### config.mk
export PLATFORM = sky130hd
export DESIGN_NAME = fractal_pixel_scheduler
export DESIGN_NICKNAME = d
export VERILOG_FILES = /design/src/rtl/fractal_pkg.sv /design/src/rtl/fractal_raster_counter.sv /design/src/rtl/fractal_pixel_scheduler.sv
export SDC_FILE = /design/constraint.sdc
export NUM_CORES = 1
export LEC_CHECK = 0
export ABC_AREA = 1
export ABC_CLOCK_PERIOD_IN_PS = 5000
export BUFFER_PORTS_ARGS = -buffer_cell sky130_fd_sc_hd__buf_2
export CAP_MARGIN = 20
export CORE_MARGIN = 4
export CORE_UTILIZATION = 50
export CTS_CLUSTER_DIAMETER = 60
export DETAILED_ROUTE_END_ITERATION = 10
export HOLD_SLACK_MARGIN = 0.02
export PLACE_DENSITY = 0.84
export SLEW_MARGIN = 20
export SYNTH_ARGS = -nofsm -noshare
export SYNTH_HDL_FRONTEND = slang
export SYNTH_HIERARCHICAL = 1
export SYNTH_SLANG_ARGS = --single-unit
export TNS_END_PERCENT = 20
### constraint.sdc
create_clock -name aclk -period 5 [get_ports aclk]
set_input_delay 1 -clock aclk [delete_from_list [all_inputs] [get_ports aclk]]
set_output_delay 1 -clock aclk [all_outputs]
set_load 0.05 [all_outputs]
### src/rtl/fractal_pkg.sv
// Shared types and defaults for the fractal pixel scheduler.
// Optional PERF_CNT_EN build adds per-frame cycle/stall counters.
package fractal_pkg;

    localparam int NUM_ENG_DEF = 4;
    localparam int X_SIZE_DEF  = 640;
    localparam int Y_SIZE_DEF  = 480;
    localparam int CW_DEF      = 16;
    localparam int ITW_DEF     = 8;

    localparam logic MODE_MANDEL = 1'b0;
    localparam logic MODE_JULIA  = 1'b1;

    typedef enum logic [1:0] {
        IDLE  = 2'd0,
        RUN   = 2'd1,
        DRAIN = 2'd2
    } state_e;

endpackage

### src/rtl/fractal_raster_counter.sv
// Raster (x,y) job counter with wrap and first/eol/last flags.
// Advances one pixel per dispatch; wraps to (0,0) after the frame.
module fractal_raster_counter
    import fractal_pkg::*;
#(
    parameter int CW     = CW_DEF,
    parameter int X_SIZE = X_SIZE_DEF,
    parameter int Y_SIZE = Y_SIZE_DEF
) (
    input  logic          clk_i,
    input  logic          rst_ni,
    input  logic          advance_i,
    output logic [CW-1:0] x_o,
    output logic [CW-1:0] y_o,
    output logic          first_o,
    output logic          eol_o,
    output logic          last_o
);

    localparam logic [CW-1:0] XMAX = CW'(X_SIZE - 1);
    localparam logic [CW-1:0] YMAX = CW'(Y_SIZE - 1);

    logic [CW-1:0] x_q, x_d;
    logic [CW-1:0] y_q, y_d;

    assign eol_o   = (x_q == XMAX);
    assign last_o  = eol_o && (y_q == YMAX);
    assign first_o = (x_q == '0) && (y_q == '0);
    assign x_o     = x_q;
    assign y_o     = y_q;

    always_comb begin
        x_d = x_q;
        y_d = y_q;
        if (advance_i) begin
            if (eol_o) begin
                x_d = '0;
                y_d = (y_q == YMAX) ? '0 : y_q + 1'b1;
            end else begin
                x_d = x_q + 1'b1;
            end
        end
    end

    always_ff @(posedge clk_i or negedge rst_ni) begin
        if (!rst_ni) begin
            x_q <= '0;
            y_q <= '0;
        end else begin
            x_q <= x_d;
            y_q <= y_d;
        end
    end

endmodule

### src/rtl/fractal_pixel_scheduler.sv
// Round-robin job dispatch to NUM_ENG engines, in-order pixel retire.
// Define PERF_CNT_EN to add perf_cycles/perf_stalls outputs.
module fractal_pixel_scheduler
    import fractal_pkg::*;
#(
    parameter int NUM_ENG = NUM_ENG_DEF,
    parameter int X_SIZE  = X_SIZE_DEF,
    parameter int Y_SIZE  = Y_SIZE_DEF,
    parameter int CW      = CW_DEF,
    parameter int ITW     = ITW_DEF
) (
    input  logic                   aclk,
    input  logic                   aresetn,
    input  logic                   cfg_enable,
    input  logic                   cfg_mode,
    input  logic [ITW-1:0]         cfg_max_iter,
    output logic [NUM_ENG-1:0]     eng_start,
    output logic [CW-1:0]          eng_x,
    output logic [CW-1:0]          eng_y,
    output logic                   eng_mode,
    output logic [ITW-1:0]         eng_max_iter,
    input  logic [NUM_ENG-1:0]     eng_done,
    input  logic [NUM_ENG*ITW-1:0] eng_iter,
    output logic                   pix_valid,
    input  logic                   pix_ready,
    output logic [ITW-1:0]         pix_iter,
    output logic                   pix_sof,
    output logic                   pix_eol,
    output logic                   frame_done
`ifdef PERF_CNT_EN
    ,
    output logic [31:0]            perf_cycles,
    output logic [31:0]            perf_stalls
`endif
);

    localparam int PW = (NUM_ENG > 1) ? $clog2(NUM_ENG) : 1;

    state_e         state_q, state_d;
    logic           latch_cfg;
    logic [PW-1:0]  disp_ptr_q, ret_ptr_q;
    logic [NUM_ENG-1:0] busy_q, res_vld_q;
    logic [NUM_ENG-1:0] res_sof_q, res_eol_q, res_last_q;
    logic [ITW-1:0] res_iter_q [NUM_ENG];
    logic           pix_valid_q, pix_sof_q, pix_eol_q, pix_last_q;
    logic [ITW-1:0] pix_iter_q;
    logic           mode_q;
    logic [ITW-1:0] max_iter_q;
    logic           rc_first, rc_eol, rc_last;
    logic           dispatch, retire, accept;

    fractal_raster_counter #(
        .CW     (CW),
        .X_SIZE (X_SIZE),
        .Y_SIZE (Y_SIZE)
    ) u_raster (
        .clk_i     (aclk),
        .rst_ni    (aresetn),
        .advance_i (dispatch),
        .x_o       (eng_x),
        .y_o       (eng_y),
        .first_o   (rc_first),
        .eol_o     (rc_eol),
        .last_o    (rc_last)
    );

    // A slot stays reserved until its result has left for the packer.
    assign dispatch = (state_q == RUN) &&
                      !busy_q[disp_ptr_q] && !res_vld_q[disp_ptr_q];
    assign accept   = pix_valid_q && pix_ready;
    assign retire   = res_vld_q[ret_ptr_q] && (!pix_valid_q || pix_ready);

    assign frame_done   = accept && pix_last_q;
    assign pix_valid    = pix_valid_q;
    assign pix_iter     = pix_iter_q;
    assign pix_sof      = pix_sof_q;
    assign pix_eol      = pix_eol_q;
    assign eng_mode     = mode_q;
    assign eng_max_iter = max_iter_q;

    always_comb begin
        eng_start = '0;
        eng_start[disp_ptr_q] = dispatch;
    end

    always_comb begin
        state_d   = state_q;
        latch_cfg = 1'b0;
        unique case (state_q)
            IDLE: begin
                if (cfg_enable) begin
                    state_d   = RUN;
                    latch_cfg = 1'b1;
                end
            end
            RUN: begin
                if (dispatch && rc_last) state_d = DRAIN;
            end
            DRAIN: begin
                if (frame_done) begin
                    state_d   = cfg_enable ? RUN : IDLE;
                    latch_cfg = cfg_enable;
                end
            end
            default: state_d = IDLE;
        endcase
    end

    always_ff @(posedge aclk or negedge aresetn) begin
        if (!aresetn) begin
            state_q    <= IDLE;
            mode_q     <= 1'b0;
            max_iter_q <= '0;
        end else begin
            state_q <= state_d;
            if (latch_cfg) begin
                mode_q     <= cfg_mode;
                max_iter_q <= cfg_max_iter;
            end
        end
    end

    always_ff @(posedge aclk or negedge aresetn) begin
        if (!aresetn) begin
            disp_ptr_q <= '0;
            ret_ptr_q  <= '0;
            busy_q     <= '0;
            res_vld_q  <= '0;
            res_sof_q  <= '0;
            res_eol_q  <= '0;
            res_last_q <= '0;
            for (int i = 0; i < NUM_ENG; i++) res_iter_q[i] <= '0;
        end else begin
            for (int i = 0; i < NUM_ENG; i++) begin
                if (eng_done[i] && busy_q[i]) begin
                    busy_q[i]     <= 1'b0;
                    res_vld_q[i]  <= 1'b1;
                    res_iter_q[i] <= eng_iter[i*ITW +: ITW];
                end
            end
            if (dispatch) begin
                busy_q[disp_ptr_q]     <= 1'b1;
                res_sof_q[disp_ptr_q]  <= rc_first;
                res_eol_q[disp_ptr_q]  <= rc_eol;
                res_last_q[disp_ptr_q] <= rc_last;
                disp_ptr_q             <= disp_ptr_q + 1'b1;
            end
            if (retire) begin
                res_vld_q[ret_ptr_q] <= 1'b0;
                ret_ptr_q            <= ret_ptr_q + 1'b1;
            end
        end
    end

    always_ff @(posedge aclk or negedge aresetn) begin
        if (!aresetn) begin
            pix_valid_q <= 1'b0;
            pix_iter_q  <= '0;
            pix_sof_q   <= 1'b0;
            pix_eol_q   <= 1'b0;
            pix_last_q  <= 1'b0;
        end else if (retire) begin
            pix_valid_q <= 1'b1;
            pix_iter_q  <= res_iter_q[ret_ptr_q];
            pix_sof_q   <= res_sof_q[ret_ptr_q];
            pix_eol_q   <= res_eol_q[ret_ptr_q];
            pix_last_q  <= res_last_q[ret_ptr_q];
        end else if (accept) begin
            pix_valid_q <= 1'b0;
        end
    end

`ifdef PERF_CNT_EN
    logic [31:0] cyc_cnt_q, stall_cnt_q, perf_cycles_q, perf_stalls_q;
    logic        cnt_act_q;

    assign perf_cycles = perf_cycles_q;
    assign perf_stalls = perf_stalls_q;

    // Window opens on the (0,0) dispatch and closes on frame_done.
    always_ff @(posedge aclk or negedge aresetn) begin
        if (!aresetn) begin
            cnt_act_q     <= 1'b0;
            cyc_cnt_q     <= '0;
            stall_cnt_q   <= '0;
            perf_cycles_q <= '0;
            perf_stalls_q <= '0;
        end else if (frame_done) begin
            cnt_act_q     <= 1'b0;
            stall_cnt_q   <= '0;
            perf_cycles_q <= cyc_cnt_q + 32'd1;
            perf_stalls_q <= stall_cnt_q;
        end else begin
            if (dispatch && rc_first) begin
                cnt_act_q <= 1'b1;
                cyc_cnt_q <= 32'd1;
            end else if (cnt_act_q) begin
                cyc_cnt_q <= cyc_cnt_q + 32'd1;
            end
            if (pix_valid_q && !pix_ready) stall_cnt_q <= stall_cnt_q + 32'd1;
        end
    end
`endif

endmodule
==> results of run 1 <==
## critical path, delay by kind of cell, from the launching register on
family	cells	cell delay [ns]
buffers and inverters	2	0.39
and+or+nand+nor	4	0.72
DFF	1	0.41
## kinds of logic after synthesis
| family | after synthesis | share of synthesized area [%] |
|---|---|---|
| compound gates | 103 | 9.885 |
| xor+xnor | 14 | 2.115 |
| fa+ha+maj | 12 | 2.590 |
| buf+inv | 111 | 8.396 |
| flops | 111 | 47.92 |
| mux | 18 | 3.497 |
| simple gates | 326 | 25.60 |
## final timing paths
check	start	to	slack, ns	cells after the start
worst max-delay path	busy_q[0]	eng_start[1]	2.12	6
worst min-delay path	state_q[0]	state_q[1]	0.47	1
worst max register to register	busy_q[0]	u_raster/x_o[11]	2.53	11
worst min register to register	state_q[0]	state_q[1]	0.47	1
max in group asynchronous	aresetn	u_raster/y_o[3]	3.21	2
min in group asynchronous	aresetn	pix_eol	0.79	1
## metrics by stage
step	hold WS (ns)	power (mW)	area, µm²
CTS	0.4679	3.703	6684
global placement	0.4519	2.891	6382
detailed placement	0.4543	2.947	6382
global route	0.5055	3.935	6684
floorplan	0.4358	2.642	5797
finish	0.4682	3.681	6684
## cell usage in the layout, fill, tap and decap left out, types with 9 or more instances in the layout
cell type	synthesis	final
ha_1	12	12
o21ai_2	12	12
nand2_1	152	152
nand3_1	44	44
clkbuf_16	0	9
inv_1	89	89
dfrtp_1	111	111
buf_2	3	104
o21ai_0	54	54
mux2_2	18	18
xor2_1	9	9
a21oi_1	26	26
nand4_1	15	15
nor2_1	80	80
## registers in the layout, indices dropped and copies added, names as in the netlist, 2 cells and up
signal	cells
disp_ptr_q	2
res_iter_q	32
u_raster/y_o	16
eng_max_iter	8
res_last_q	4
state_q	2
u_raster/x_o	16
ret_ptr_q	2
pix_iter	8
res_eol_q	4
busy_q	4
res_sof_q	4
res_vld_q	4
## cell type report
class                   count  area (µm²)
well taps                 143       178.9
clock buffers               9       225.2
inverters                  94       357.8
flip-flops and latches    111        2778
clock inverters             6       76.32
fillers                  1024        4686
repair buffers            106       535.5
multi-input cells         473        2532
## routing by layer
metal  global-route usage, %  part of all wire (%)  vias to the layer above
li1                        -                     -                     2428
met1                   27.76                    46                     2307
met2                   30.83                    46                      125
met3                   5.065                   5.9                       20
met4                   7.038                   1.8                        2
met5                       0                 0.053                        -
## power by group
part | switching, mW | leakage [nW] | internal [mW]
Combinational | 1.06 | 1.92 | 0.461
Clock | 0.349 | 0.149 | 0.396
Sequential | 0.229 | 1.40 | 1.18
==> metrics.md, run 1 <==
| Metric | Value |
|---|---|
| Top-area cell type share of the netlist area | 47.92% |
| Max clock buf depth | 2 |
| First-pass GRT wire length | 21.16 mm |
| CTS tree | done |
| Setup WS pre-CTS | 2.484 ns |
| Setup crit start kind | flip-flop |
| Tightest Pin Transition | 0.9637 ns |
| DR vias/cell | 5.183 |
| Cell Rows | 39 |
| Worst Slack Setup Final | 2.124 ns |
| Layout cell share with drive strength beyond 1 | 22.90% |
| Post-synthesis sequential area ratio | 47.92% |
| Fin nets | 856 |
| Syn nets | 756 |
| Post-synth top cells | 152 x nand2_1, 111 x dfrtp_1, 89 x inv_1 |
| Setup violations, final | 0 |
| Tmin final | 2.876 ns |
| GP Congestion | 0.8896 |
| Residual DRC count | 0 |
| Most common cell in the netlist | nand2_1 |
| Syn Area/Cell | 8.341 µm² |
| Skew-Pair Late Insertion Delay | 0.36 ns |
| WP data required | 4.00 ns |
| Fmax | 347.8 MHz |
| Pin count of the biggest net entering global routing | 79 |
| CTS sink cnt | 111 |
| Post-Route WL | 13.10 mm |
| PwrDens | 550.7 nW/µm² |
| Asr flop ratio synth | 100.0% |
| Post-route insts no fill | 942 |
| Setup Buffers After CTS | 0 |
| Average routed wire per standard cell | 13.90 µm |
| Clock Skews | 0.008488 ns |
| Drt initial violations | 380 |
| Die footprint | 13380 µm² |
| Post-CTS sizing | 0 |
| Antenna violations before repair | 1 |
| Ant diodes | 0 |
| CTS Hold Bufs | 0 |
| Io pins | 106 |
| Number of port buffers | 105 |
| Crit path cell chain | nor2_1 > nand2_1 > nand3_2 > nand4_1 > inv_1 > buf_2 |
| Final setup TNS | 0 ns |
| Htree depth | 3 |
| Syn-to-layout area delta | 15.30% |
| Final period util | 57.51% |
| Critical path class | flip-flop to output pin |
| Die Wd | 115.7 µm |
| Critical Path Max Stage Delay | 0.41 ns |
| Seq cells post-synth | 111 |
| Number of CTS-inserted buffers | 9 |
| Cells after DPL | 927 |
| Area leader, netlist | dfrtp_1 |
| First-pass DRT Iterations | 5 |
| Max-slew violations | 0 |
| Critical path arrival | 1.88 ns |
| CORE AREA | 11370 µm² |
| Synth top area cells | dfrtp_1 48%, nand2_1 9.8%, inv_1 5.8%, nor2_1 5.2%, o21ai_0 4.7% |
| Yosys warning count | 6 |
| Worst min-delay path category | flip-flop to flip-flop |
| Cells after synthesis | 695 |
| Grt ovf | 0 |
| CTS root buffer | clkbuf_16 |
| Status | finished, final reports clean |
| Detailed placement HPWL | 9.530 mm |
| Starting Density | 50.98% |
| Main flop type after synthesis | dfrtp_1 |
| Number of global-route vias before repair | 4466 |
| Mapped Area | 5797 µm² |
| Clock-pin slew on the worst setup and hold paths | 0.07 ns |
| CP endpoint kind | output pin |
| Worst VDD drop | 0.4567 mV |
| Die height | 115.7 µm |
| Vias | 4882 |
| Unrepaired setup endpoints after global routing | no |
| Rel. slew slack | 35.75% |
| Fin util | 58.79% |
| Yosys cell types | 35 |
| Maxcap violations | 0 |
| Antenna Violating Nets Remaining | 0 |
| Worst-path maximum fanout | 7 |
| Static Leak | 3.472 nW |
| CP max stage cell | dfrtp_1 |
| Final Hold Vio Count | 0 |
| Number of synthesized flops with an enable pin | 0 |
| Total GRT Usage | 20.04% |
No activity file was read; power rests on OpenSTA's default activity.
==> run 2: changes to the inputs <==
- ABC_AREA: 1 -> 0
- ABC_CLOCK_PERIOD_IN_PS: 5000 -> 2700
- PLACE_DENSITY: 0.84 -> 0.85
- clock period: 5 -> 2.7 ns (I/O delays scaled with it)
==> run 2 against run 1 <==
Compared with the run above:
- global-route usage fell by 1.1 points
- area after synthesis decreased by 9.8%
- die area down 9.1%
- first-iteration DRC count fell by 44%
- clock skew grew 0.0034 ns
- sequential power rose by 79%
- final area fell by 7.7%
- non-clock buffer count is 9 higher
- largest cell class unchanged
- largest power group is now registers
==> metrics.md, run 2 <==
| Metric | Value |
|---|---|
| Layout cell share with drive strength beyond 1 | 43.80% (+21 points) |
| FF/Latch Area | 2779 µm² (about the same) |
| Number of port buffers | 105 (unchanged) |
| Setup WS pre-CTS | 0.2590 ns (-2.225 ns) |
| Crit path cell chain | nor3b_2 > o31ai_4 > nor3b_4 > buf_2 |
| Worst VDD drop | 0.5220 mV (+14%) |
| Cells after synthesis | 394 (-43%) |
| Overall Power | 5.988 mW (+63%) |
| Most common cell after layout, fill and taps aside | dfrtp_1 |
| Critical Path Max Stage Delay | 0.47 ns (+0.06 ns) |
| Largest delay share family, worst path | simple AND/OR/NAND/NOR gates |
| Tmin final | 2.570 ns |
| Area of the multi-input gates | 2351 µm² (-7.2%) |
| Yosys warning count | 6 (unchanged) |
| CP Buf/Inv Count | 1 (-1) |
| Cells after DPL | 634 (-32%) |
| Status | finished, final reports clean |
| Detailed placement HPWL | 8.094 mm (-15%) |
| Ant diodes | 0 (unchanged) |
| Asr flop ratio synth | 100.0% (unchanged) |
| R2R depth | 7 (-4) |
| Layout filler cell count | 830 (-19%) |
| Synth top area cells | dfrtp_1 53%, mux2_2 13%, mux4_2 4.7%, ha_1 2.9%, xor2_1 2.2% |
| CTS root buffer | clkbuf_8 |
| Final period util | 95.20% |
| Maxcap violations | 0 (unchanged) |
| CORE AREA | 10280 µm² (-9.6%) |
| Max reg flops | 32 (unchanged) |
| Rel. slew slack | 61.27% (+26 points) |
| Main flop type after synthesis | dfrtp_1 |
| Antenna Violating Nets Remaining | 0 (unchanged) |
| Grt ovf | 0 (unchanged) |
| Fmax | 389.0 MHz |
| Post-route insts no fill | 652 (-31%) |
| First-pass DRT Iterations | 4 (-1) |
| Non-Filler Cell Area, Final | 6172 µm² (-7.7%) |
| Vias | 3520 (-28%) |
| Most common cell in the netlist | dfrtp_1 |
| Fin nets | 572 (-33%) |
| Tightest Pin Transition | 0.5810 ns (-0.3828 ns) |
| DR vias/cell | 5.399 (+4.2%) |
| Syn-to-layout area delta | 18.04% |
| Fin util | 60.06% (+1.3 points) |
| Unrepaired setup endpoints after global routing | no |
| GP Congestion | 0.8370 (-5.9%) |
| Max clock buf depth | 2 (unchanged) |
| Skew-Pair Late Insertion Delay | 0.37 ns (about the same) |
| Worst Setup SP | disp_ptr_q[0] |
| Clock-pin slew on the worst setup and hold paths | 0.11 ns (+0.04 ns) |
| Worst min-delay path category | input port to async pin |
| Syn Area/Cell | 13.27 µm² (+59%) |
| Io pins | 106 (unchanged) |
| Average routed wire per standard cell | 17.08 µm (+23%) |
| Drt initial violations | 212 (-44%) |
| Antenna violations before repair | 0 (-1) |
| Pin count of the biggest net entering global routing | 71 (-10%) |
| Final Hold Vio Count | 0 (unchanged) |
| Setup violations, final | 0 (unchanged) |
| Number of CTS-inserted buffers | 9 (unchanged) |
| Die Wd | 110.3 µm (-4.7%) |
| Seq cells post-synth | 111 (unchanged) |
| Cell Rows | 37 (-5.1%) |
| Reg2reg start | disp_ptr_q[0] |
| Post-synth top cells | 111 x dfrtp_1, 61 x mux2_2, 18 x inv_1, 18 x nand2_1, 14 x a21oi_1 |
| Top-area cell type share of the netlist area | 53.12% (+5.2 points) |
| PwrDens | 970.1 nW/µm² (+76%) |
| Fin Hold WS | 0.09851 ns (-0.3697 ns) |
| Highest-count cells in the layout ignoring fill and taps | 110 x dfrtp_1, 104 x buf_2, 61 x mux2_2 |
| Htree depth | 3 (unchanged) |
| Die height | 110.3 µm (-4.7%) |
| WP data required | 2.16 ns (-1.84 ns) |
| CP max stage cell | dfrtp_2 |
| Mapped Area | 5229 µm² (-9.8%) |
| Reg2reg end | u_raster/y_o[13] |
| DP Area | 5931 µm² (-7.1%) |
| Critical path arrival | 2.03 ns (+0.15 ns) |
| Clock Skews | 0.01185 ns (+0.003358 ns) |
| Yosys cell types | 50 (+43%) |
| Post-Route WL | 11.14 mm (-15%) |
| Number of synthesized flops with an enable pin | 0 (unchanged) |
| Number of global-route vias before repair | 3527 (-21%) |
| Die footprint | 12160 µm² (-9.1%) |
| Total GRT Usage | 18.93% (-1.1 points) |
| First-pass GRT wire length | 17.66 mm (-17%) |
| CTS sink cnt | 111 (unchanged) |
| Syn nets | 455 (-40%) |
| Worst-path maximum fanout | 7 (unchanged) |
| CP endpoint kind | output pin |
| Worst Slack Setup Final | 0.1296 ns (-1.995 ns) |
| Critical path class | flip-flop to output pin |
| Starting Density | 50.88% (-0.11 points) |
| Static Leak | 3.034 nW (-13%) |
| Setup crit start kind | flip-flop |
| Final setup TNS | 0 ns (unchanged) |
| Max-slew violations | 0 (unchanged) |
| Residual DRC count | 0 (unchanged) |
| Post-synthesis sequential area ratio | 53.12% (+5.2 points) |
| Area leader, netlist | dfrtp_1 |
| Register-to-register setup slack | 0.30 ns (-2.23 ns) |
| Most flops, register | res_iter_q |
| CTS tree | done |
## run 2: logic make-up after synthesis
kind of cell	Yosys count	synth area share (%)
flip-flops	111	53.12
AND/OR/NAND/NOR	108	13.40
multiplexers	78	19.62
AO/OA/AOI/OAI	35	4.523
buffers and inverters	27	2.608
XOR/XNOR	23	3.853
adder cells (fa/ha/maj)	12	2.871
## run 2: worst max path at each step
| stage | endpoint | slack (ns) | cells after the start |
|---|---|---|---|
| after floorplan | eng_start[0] | 0.44 | 3 |
| after global placement | u_raster/x_o[9] | 0.36 | 8 |
| after detailed placement | u_raster/y_o[13] | 0.26 | 7 |
| after CTS | eng_start[1] | -0.02 | 4 |
| after global routing | eng_start[2] | 0.04 | 4 |
| final | eng_start[0] | 0.13 | 4 |
## run 2: power by group
group          internal, mW  switching (mW)
Clock                 0.357           0.594
Sequential             2.15           0.366
Combinational          1.12            1.40
Total                  3.63            2.36
## run 2: final cells by class
type / count / area share, %
Sequential cell: 111 / 45.02
Multi-Input combinational cell: 256 / 38.09
Timing Repair Buffer: 115 / 9.974
Tap cell: 136 / 2.757
Clock buffer: 9 / 2.007
Inverter: 18 / 1.095
Clock inverter: 7 / 1.054
## run 2: per-layer routing
metal  track usage (%)  up-vias  routed length, µm
met5                 0        -                  0
met3             3.378       10                558
met2             30.81       87               5624
met1             26.24     1754               4809
met4             5.365        0                144
li1                  -     1669                  -
## run 2: what timing repair did
action	in CTS	in global routing
buffers inserted	0	2
resized for setup	1	6
endpoints found under the setup margin	3	5
pin swaps	0	1
hold buffers	0	0
